--- src/rtl/rptr_empty_lvl.sv ---
// Read-domain pointer and flag block for the async FIFO: gray/binary read pointer,
// write-pointer synchroniser, fill level, almost-empty and sticky underflow flags.
module rptr_empty_lvl #(
  parameter int ADDRSIZE    = 4,
  parameter int SYNC_STAGES = 2   // legal 2..4
) (
  input  logic                rclk,
  input  logic                rrst_n,
  input  logic                rinc,
  input  logic [ADDRSIZE:0]   wptr,
  input  logic [ADDRSIZE:0]   ae_thresh,
  input  logic                uf_clr,
  output logic [ADDRSIZE-1:0] raddr,
  output logic [ADDRSIZE:0]   rptr,
  output logic                rempty,
  output logic                raempty,
  output logic [ADDRSIZE:0]   rlevel,
  output logic                runderflow
);

  localparam int PW = ADDRSIZE + 1;

  logic [PW-1:0]                  rbin, rbinnext, rgraynext;
  logic [PW-1:0]                  wq_gray, wq_bin, lvl_next;
  logic [SYNC_STAGES-1:0][PW-1:0] wq;
  logic                           pop;

  assign pop       = rinc & ~rempty;
  assign rbinnext  = rbin + {{(PW-1){1'b0}}, pop};
  assign rgraynext = (rbinnext >> 1) ^ rbinnext;
  assign raddr     = rbin[ADDRSIZE-1:0];
  assign wq_gray   = wq[SYNC_STAGES-1];

  // Each binary bit is the parity of all gray bits at or above it.
  genvar i;
  generate
    for (i = 0; i < PW; i++) begin : g_g2b
      assign wq_bin[i] = ^wq_gray[PW-1:i];
    end
  endgenerate

  // Modular difference covers pointer wrap; a value of 2**ADDRSIZE means full.
  assign lvl_next = wq_bin - rbinnext;

  always_ff @(posedge rclk) begin
    if (!rrst_n) begin
      rbin       <= '0;
      rptr       <= '0;
      wq         <= '0;
      rempty     <= 1'b1;
      raempty    <= 1'b1;
      rlevel     <= '0;
      runderflow <= 1'b0;
    end else begin
      rbin       <= rbinnext;
      rptr       <= rgraynext;
      wq         <= {wq[SYNC_STAGES-2:0], wptr};
      rempty     <= (rgraynext == wq_gray);
      raempty    <= (lvl_next <= ae_thresh);
      rlevel     <= lvl_next;
      // A set in the same cycle as a clear keeps the flag raised.
      runderflow <= (rinc & rempty) | (runderflow & ~uf_clr);
    end
  end

endmodule

--- config.mk ---
export PLATFORM = sky130hd
export DESIGN_NAME = rptr_empty_lvl
export DESIGN_NICKNAME = d
export VERILOG_FILES = /design/src/rtl/rptr_empty_lvl.sv
export SDC_FILE = /design/constraint.sdc
export NUM_CORES = 1
export LEC_CHECK = 0
export BUFFER_PORTS_ARGS = -buffer_cell sky130_fd_sc_hd__buf_2
export CAP_MARGIN = 20
export CORE_AREA = 2 2 52 54
export CTS_BUF_LIST = sky130_fd_sc_hd__clkbuf_8
export DETAILED_ROUTE_END_ITERATION = 8
export DIE_AREA = 0 0 54 56
export HOLD_SLACK_MARGIN = 0.12
export PLACE_DENSITY_LB_ADDON = 0.15
export SYNTH_ARGS = -nofsm -noshare
export SYNTH_HDL_FRONTEND = slang
export SYNTH_SLANG_ARGS = --single-unit
--- constraint.sdc ---
create_clock -name rclk -period 3.7 [get_ports rclk]
set_clock_uncertainty 0.15 [all_clocks]
set_input_delay 0.185 -clock rclk [delete_from_list [all_inputs] [get_ports rclk]]
set_output_delay 0.185 -clock rclk [all_outputs]
set_load 0.01 [all_outputs]
# Yosys cells after proc, flatten, opt, wreduce, memory -nomap -nowiden
# Cells that the tools add are included.
# word_totals
ff_bits	28
in_bits	14
out_inout_bits	17
word_cells	23
# op_classes
addsub	2
order_cmp	1
eq_ne	1
n_bitwise	7
n_reduce_logical	4
# ops
op	count
$add 5x1->5	1
$eq 5x5->1	1
$le 5x5->1	1
$reduce_xor 5->1	1
$sub 5x5->5	1
$xor 4x5->5	1
$reduce_xor 4->1	1
$and 1x1->1	3
$reduce_xor 3->1	1
$not 1->1	2
$reduce_xor 2->1	1
$or 1x1->1	1

# Depth between registers and ports, before layout
# Gate-level depths: netlist (run 1).
# depth
depth_word	5
ltp_mapped	13

# Worst setup path after synthesis (run 1)
# OpenSTA, ideal clock, no wires.
# synth_timing
path_type	reg-to-reg
start	reg wq, in the netlist wq_gray[3]
end	reg raempty
setup_time_ps	82
t_arrival_ps	2880
t_required_ps	3468
slack_ps	587
path_stages_with_launch	14
n_path_buf	0
cell_sequence	dfxtp_1 -> xor2_1 -> xnor2_1 -> xor2_1 -> xor2_1 -> ha_1 -> fa_1 -> inv_1 -> ha_1 -> nor2b_1 -> o21a_1 -> o21a_1 -> o21a_1 -> o221ai_1
# synth_between
elab_chain_cells	3
# synth_lines
element	line	source
from (decl)	25	logic [SYNC_STAGES-1:0][PW-1:0] wq;
from (signal assigned)	57	wq <= {wq[SYNC_STAGES-2:0], wptr};
$reduce_xor 5->1 or $reduce_xor 4->1 (tied branches)	38	assign wq_bin[i] = ^wq_gray[PW-1:i];
$sub 5x5->5 *	43	assign lvl_next = wq_bin - rbinnext;
named net lvl_next[1]	24	logic [PW-1:0] wq_gray, wq_bin, lvl_next;
$le 5x5->1 *	59	raempty <= (lvl_next <= ae_thresh);
to (signal assigned)	59	
to (decl)	16	output logic raempty,
# Mark *: on every way through the listed nets, which the timed path passes. The rest lies on a longest branch.
# A chain may end at the register's enable or synchronous reset.

# Worst setup path in the final report (run 1)
# Same ends and word-level chain as after synthesis.

==> key figures, run 1 <==
Layout
  – Non-filler cells in the finished layout: 188
  – Share of layout cells above drive strength 1: 0.241
  – P&R area growth vs syn: 24.4%
  – Final design utilization: 0.640
  – Antenna Cells: 0
  – Number of nets in the layout: 184

Global routing
  – First-pass GRT wire length: 3480 µm
  – Vias in the first global route: 863
  – All-Layer GR Usage: 0.156
  – Largest net degree at the start of global routing: 28
  – Grt ovf: 0
  – Initial antenna violation count: 0

Worst setup path
  – Worst r2r dst: raempty
  – Worst setup path startpoint: wq_gray[3]
  – Crit-path max FO: 3
  – Startpoint type of the worst setup path: flip-flop
  – Launching point of the worst reg2reg path: wq_gray[3]
  – CP Capture Type: flip-flop
  – R2R Setup Slk: 0.42 ns
  – Reg2Reg Depth: 13
  – Setup CP Type: reg2reg
  – Worst Path Arrival: 3.33 ns
  – CP endpoint: raempty
  – Critical Path RT: 3.75 ns

Floorplanning
  – Row cnt: 18
  – Die width: 54 µm
  – Starting density of the core: 0.514
  – Top Ports: 31
  – DIE AREA: 3020 µm²
  – Die Y-Extent: 56 µm
  – Core Region: 2430 µm²

Route
  – DRC Markers: 0
  – DRT antenna net count: 0
  – Vias: 873
  – Drt pass-1 iters: 4
  – Detailed Route Iter0 Violations: 2
  – Vias/cell: 4.64
  – DR WL/cell: 10.4 µm
  – WL final: 1960 µm

Placed design
  – Setup slack at placement: 0.407 ns
  – IO Port Bufs: 30
  – Cell count after placement: 176
  – Hpwl dp: 1440 µm
  – GP Congestion: 0.760

Logic synthesis
  – Post-Synthesis Cells: 118
  – Cell variety after synth: 24
  – Flops & latches, synth: 27
  – Syn Nets: 143
  – Mapped cell area: 1250 µm²
  – Syn avg cell area: 10.6 µm²
  – YS warnings: 0
  – Seq/Total Area, Yosys: 0.432

STA
  – Setup TNS: 0 ns
  – Slew headroom: 0.706
  – Worst-margin pin slew: 0.439 ns
  – Final WS setup: 0.424 ns
  – Pins Over Slew Limit: 0
  – Post-layout minimum cycle time: 3.28 ns
  – Setup-failing EPs final: 0
  – RSZ-0062 raised after global routing: false
  – Crit share post-route: 0.885
  – Hold Violations, Final: 0
  – Max Clk Rate: 305 MHz

Clocking
  – Hold-fix buffers, CTS: 8
  – Worst-Skew Late Latency: 0.27 ns
  – CTS H-tree lvls: 1
  – Postcts setup bufs: 0
  – Clock Sinks: 27
  – Total CTS buffers: 3
  – Clock Pin Slew Worst Setup and Hold Paths: 0.09 ns
  – Max Buffers Root-to-Sink: 2
  – Resized Gates After CTS: 0
  – Root Buffer: clkbuf_8
  – CTS tree: built

Power and ir drop
  – PD cells: 420 nW/µm²
  – Sw frac: 0.274
  – VDD IR max: 0.257 mV
  – Pleak: 0.809 nW
  – Clock power frac: 0.250
  – Int Pwr: 0.475 mW
  – Combinational power share: 0.255
  – NetSw: 0.179 mW
  – Sequential power share: 0.495

Hold path
  – Hold WC Path Type: in2reg

Outcome
  – Status: complete, no violations

Flow run
  – Max-cap violation count: 0
[per-stage QoR]
step                total power [mW]  cell area, µm²  hold WS [ns]
floorplan                      0.447            1250         0.157
global placement               0.487            1430         0.239
detailed placement             0.494            1430         0.246
CTS                            0.666            1560         0.176
global route                   0.704            1560         0.207
finish                         0.654            1560         0.178
[layout by cell type (no fill, tap or decap), types with 2 or more instances in the layout]
master,n
nand3_1,2
a21o_1,2
ha_1,10
o21a_1,3
xnor2_1,9
inv_1,12
xor2_1,11
nor2b_1,6
a21oi_1,2
and2_1,19
nand2_1,3
dlygate4sd3_1,8
dfxtp_1,27
buf_2,30
clkbuf_8,3
[registers in the layout, indices dropped and copies added, names as in the netlist]
name / flops
raempty: 1
rbin: 4
wq: 5
rptr: 5
rlevel: 5
wq_gray: 5
rempty: 1
runderflow: 1
[worst max-delay path: stages, from the launching register on]
cell and delay, ns:
dfxtp_1 0.36, xor2_1 0.23, xnor2_1 0.18, xor2_1 0.33, xor2_1 0.12, ha_1 0.24
fa_1 0.50, inv_1 0.05, ha_1 0.28, nor2b_1 0.14, o21a_1 0.16, o21a_1 0.16
o21a_1 0.16, o221ai_1 0.14
[metal layers]
layer  vias to the layer above  wire length [µm]  track usage
li1                        450                 -            -
met1                       401               828        0.175
met2                        19               995        0.265
met3                         3                90       0.0403
met4                         0                40       0.0750
met5                         -                 0            0
[synth_stat cells]
master	number	area, µm²
dfxtp_1	27	541
and2_1	19	119
inv_1	11	41.3
xor2_1	11	96.3
ha_1	10	125
xnor2_1	9	78.8
nor2b_1	6	37.5
nand2_1	3	11.3
o21a_1	3	22.5
a21o_1	2	15.0
a21oi_1	2	10.0
clkbuf_1	2	7.51
nand3_1	2	10.0
a21boi_0	1	7.51
and2_2	1	7.51
fa_1	1	20.0
nand2b_1	1	6.26
nand4_2	1	12.5
nor2_1	1	3.75
nor2b_4	1	13.8
o221ai_1	1	8.76
o41ai_2	1	16.3
xor2_2	1	16.3
xor3_1	1	23.8
[power groups by stage]
stage | combinational (mW) | sequential (mW) | clock, mW
final | 0.167 | 0.324 | 0.164
after global routing | 0.195 | 0.328 | 0.181
after detailed placement | 0.162 | 0.331 | 0
after CTS | 0.170 | 0.324 | 0.171
after global placement | 0.157 | 0.330 | 0
after floorplan | 0.106 | 0.340 | 0
[layout make-up]
type                    instances  area (µm²)
clock inverters                 1        3.75
fillers                       218         876
flip-flops and latches         27         541
multi-input cells              78         662
clock buffers                   3        41.3
repair buffers                 38         230
inverters                      11        41.3
well taps                      30        37.5
[logic make-up (layout without fill, tap and decap cells)]
logic type	Yosys count	after routing	share of synthesized area
compound gates	10	10	0.0640
xor+xnor	22	22	0.172
simple gates	35	35	0.177
buf+inv	13	53	0.0390
fa+ha+maj	11	11	0.116
flops	27	27	0.432
[worst min path at each step]
stage,cells past startpoint,slack [ns],endpoint,from
after global routing,4,0.21,raempty,ae_thresh[4]
after detailed placement,2,0.25,wq[2],wptr[2]
after floorplan,1,0.16,wq_gray[4],rrst_n
after CTS,4,0.18,raempty,ae_thresh[4]
after global placement,2,0.24,wq[4],wptr[4]
final,4,0.18,raempty,ae_thresh[4]
No activity file was read; power rests on OpenSTA's default activity.
==> run 2, diff against run 1 <==
Settings changed: ABC_AREA from default to 1, CORE_AREA 2 2 52 54 to 2 2 53 55, DIE_AREA 0 0 54 56 to 0 0 55 57.
==> run 2 against run 1 <==
Via count up 40%. Clock power about the same. Non-clock buffer count up 5. Hold slack worse by 0.023 ns. Fmax up 2.0%. Global-route usage up 3.6 points. Flip-flop and latch count unchanged. Area after synthesis up 8.8%. Synthesized cell count up 57%. Worst setup slack better by 0.063 ns. Die area up 3.7%. Highest routed layer unchanged.
==> key figures, run 2 <==
Clocking
  – Worst-Skew Late Latency: 0.27 ns (about the same)
  – CTS H-tree lvls: 1 (unchanged)
  – Root Buffer: clkbuf_8 (unchanged)
  – CTS tree: built (unchanged)
  – Max Buffers Root-to-Sink: 2 (unchanged)
  – Total CTS buffers: 3 (unchanged)
  – Resized Gates After CTS: 0 (unchanged)
  – Clock Sinks: 27 (unchanged)
  – Clock Pin Slew Worst Setup and Hold Paths: 0.09 ns (about the same)

Logic synthesis
  – Flops & latches, synth: 27 (unchanged)
  – Seq/Total Area, Yosys: 0.397 (was 0.432)
  – Mapped cell area: 1360 µm² (was 1250 µm²)
  – Ranking of synthesized cells by area: dfxtp_1 (40%), nand2_1 (13%), inv_1 (11%) (was dfxtp_1 (43%), ha_1 (10%), and2_1 (9.5%))
  – Number of synthesized flops with an enable pin: 0 (unchanged)
  – Syn avg cell area: 7.36 µm² (was 10.6 µm²)
  – Most frequent cell after synthesis: nand2_1 (was dfxtp_1)
  – Commonest cells post-synth: nand2_1 (47), inv_1 (39), dfxtp_1 (27), nor2_1 (20), nand3_1 (11) (was dfxtp_1 (27), and2_1 (19), inv_1 (11), xor2_1 (11), ha_1 (10))
  – Top FF cell, synth: dfxtp_1 (unchanged)
  – Synth top area share: 0.397 (was 0.432)
  – Post-Synthesis Cells: 185 (was 118)
  – Cell variety after synth: 21 (was 24)
  – Synth area leader: dfxtp_1 (unchanged)
  – Asr flop ratio synth: 0 (unchanged)
  – Syn Nets: 210 (was 143)
  – YS warnings: 0 (unchanged)

Route
  – Detailed Route Iter0 Violations: 16 (was 2)
  – Vias: 1225 (was 873)
  – DR WL/cell: 10.0 µm (was 10.4 µm)
  – WL final: 2610 µm (was 1960 µm)
  – DRC Markers: 0 (unchanged)
  – Drt pass-1 iters: 4 (unchanged)
  – DRT antenna net count: 0 (unchanged)
  – Vias/cell: 4.69 (was 4.64)

Layout
  – Design Area, Final: 1720 µm² (was 1560 µm²)
  – Antenna Cells: 0 (unchanged)
  – Final design utilization: 0.657 (was 0.640)
  – Number of nets in the layout: 256 (was 184)
  – Share of layout cells above drive strength 1: 0.170 (was 0.241)
  – Most common cell after layout, fill and taps aside: nand2_1 (was buf_2)
  – Most frequent cells in the layout: nand2_1 (47), inv_1 (39), buf_2 (30), dfxtp_1 (27), nor2_1 (20) (was buf_2 (30), dfxtp_1 (27), and2_1 (19), inv_1 (12), xor2_1 (11))
  – P&R area growth vs syn: 26.3% (was 24.4%)

STA
  – Setup TNS: 0 ns (unchanged)
  – Setup-failing EPs final: 0 (unchanged)
  – RSZ-0062 raised after global routing: false (unchanged)
  – Max Clk Rate: 311 MHz (was 305 MHz)
  – Pins Over Slew Limit: 0 (unchanged)
  – Post-layout minimum cycle time: 3.21 ns (was 3.28 ns)
  – WHS: 0.155 ns (was 0.178 ns)
  – Hold Violations, Final: 0 (unchanged)
  – Slew headroom: 0.694 (was 0.706)
  – Crit share post-route: 0.868 (was 0.885)
  – Worst-margin pin slew: 0.459 ns (was 0.439 ns)

Global routing
  – Grt ovf: 0 (unchanged)
  – All-Layer GR Usage: 0.192 (was 0.156)
  – Largest net degree at the start of global routing: 16 (was 28)
  – First-pass GRT wire length: 4450 µm (was 3480 µm)
  – Vias in the first global route: 1155 (was 863)
  – Initial antenna violation count: 0 (unchanged)

Worst setup path
  – Worst-path cell chain: xor2_2, xor2_2, xor2_1, ha_1, fa_1, nor2_1, nor2_1, nor2_1, nor2_1, xor2_1, inv_1, ha_1, nand4_1, o221ai_1, o211ai_1 (was xor2_1, xnor2_1, xor2_1, xor2_1, ha_1, fa_1, inv_1, ha_1, nor2b_1, o21a_1, o21a_1, o21a_1, o221ai_1)
  – Crit-path max FO: 3 (unchanged)
  – Startpoint type of the worst setup path: flip-flop (unchanged)
  – Critical path's slowest cell: dfxtp_1 (was fa_1)
  – Family with the most delay on the worst path: adder cells (unchanged)
  – Critical Path RT: 3.71 ns (was 3.75 ns)
  – Worst Path Arrival: 3.22 ns (was 3.33 ns)
  – Buf/Inv on CP: 1 (unchanged)
  – Setup CP Type: reg2reg (unchanged)
  – Slowest stage delay, CP: 0.42 ns (was 0.50 ns)
  – Cell mode on critical path: nor2_1
  – CP Capture Type: flip-flop (unchanged)

Floorplanning
  – Die width: 55 µm (was 54 µm)
  – Top Ports: 31 (unchanged)
  – Starting density of the core: 0.521 (was 0.514)
  – DIE AREA: 3140 µm² (was 3020 µm²)
  – Row cnt: 19 (was 18)
  – Core Region: 2620 µm² (was 2430 µm²)
  – Die Y-Extent: 57 µm (was 56 µm)

Hold path
  – Hold WC Path Type: in2reg (unchanged)

Placed design
  – DP Area: 1540 µm² (was 1430 µm²)
  – IO Port Bufs: 30 (unchanged)
  – GP Congestion: 0.826 (was 0.760)
  – Hpwl dp: 1980 µm (was 1440 µm)

Flow run
  – Max-cap violation count: 0 (unchanged)

Power and ir drop
  – PD cells: 384 nW/µm² (was 420 nW/µm²)
  – VDD IR max: 0.380 mV (was 0.257 mV)
  – Pleak: 0.979 nW (was 0.809 nW)

Outcome
  – Status: complete, no violations (unchanged)
## run 2: tightest hold or removal path, cell delays in order
cell	delay, ns
buf_2	0.11
inv_1	0.06
o21bai_1	0.07
nand2_1	0.07
nor2_1	0.04
## run 2: what timing repair did
item / 4_1_cts / 5_1_grt
endpoints found under the hold margin: 13 / 0
hold buffers: 13 / 0
buffers inserted: 0 / 0
## run 2: worst paths after layout
path               from    endpoint  slack, ns  cells past startpoint
max          wq_gray[3]     raempty       0.49                     15
min                rinc     rbin[0]       0.16                      5
max reg2reg  wq_gray[3]     raempty       0.49                     15
min reg2reg       wq[2]  wq_gray[2]       0.27                      2
## run 2: per-layer routing
layer	vias to the layer above	routed length, µm	global-route usage
met3	7	137	0.0288
met5	-	0	0
li1	646	-	-
met4	0	56	0.0976
met2	37	1290	0.340
met1	535	1130	0.213
## run 2: through the flow
stage / total power, mW / setup WS (ns) / instances
finish: 0.660 / 0.488 / 261
global placement: 0.482 / 0.625 / 244
CTS: 0.664 / 0.455 / 261
global route: 0.703 / 0.223 / 261
detailed placement: 0.490 / 0.481 / 244
floorplan: 0.441 / 0.709 / 185
## run 2: power by group
group / internal (mW) / switching (mW) / leakage (nW)
Sequential: 0.314 / 0.0101 / 0.222
Combinational: 0.0780 / 0.0908 / 0.732
Clock: 0.0755 / 0.0916 / 0.0255
## run 2: cell type report
cell class,count,area [µm²]
Sequential cell,27,541
Fill cell,237,896
Timing Repair Buffer,43,280
Inverter,40,150
Tap cell,31,38.8
Clock buffer,3,41.3
Clock inverter,1,5.00
Multi-Input combinational cell,116,663
## run 2: cell families after synthesis
logic type | count (synthesis) | synth area share
AND/OR/NAND/NOR | 84 | 0.253
flip-flops | 27 | 0.397
XOR/XNOR | 10 | 0.0809
buffers and inverters | 42 | 0.116
AO/OA/AOI/OAI | 11 | 0.0469
adder cells (fa/ha/maj) | 11 | 0.107
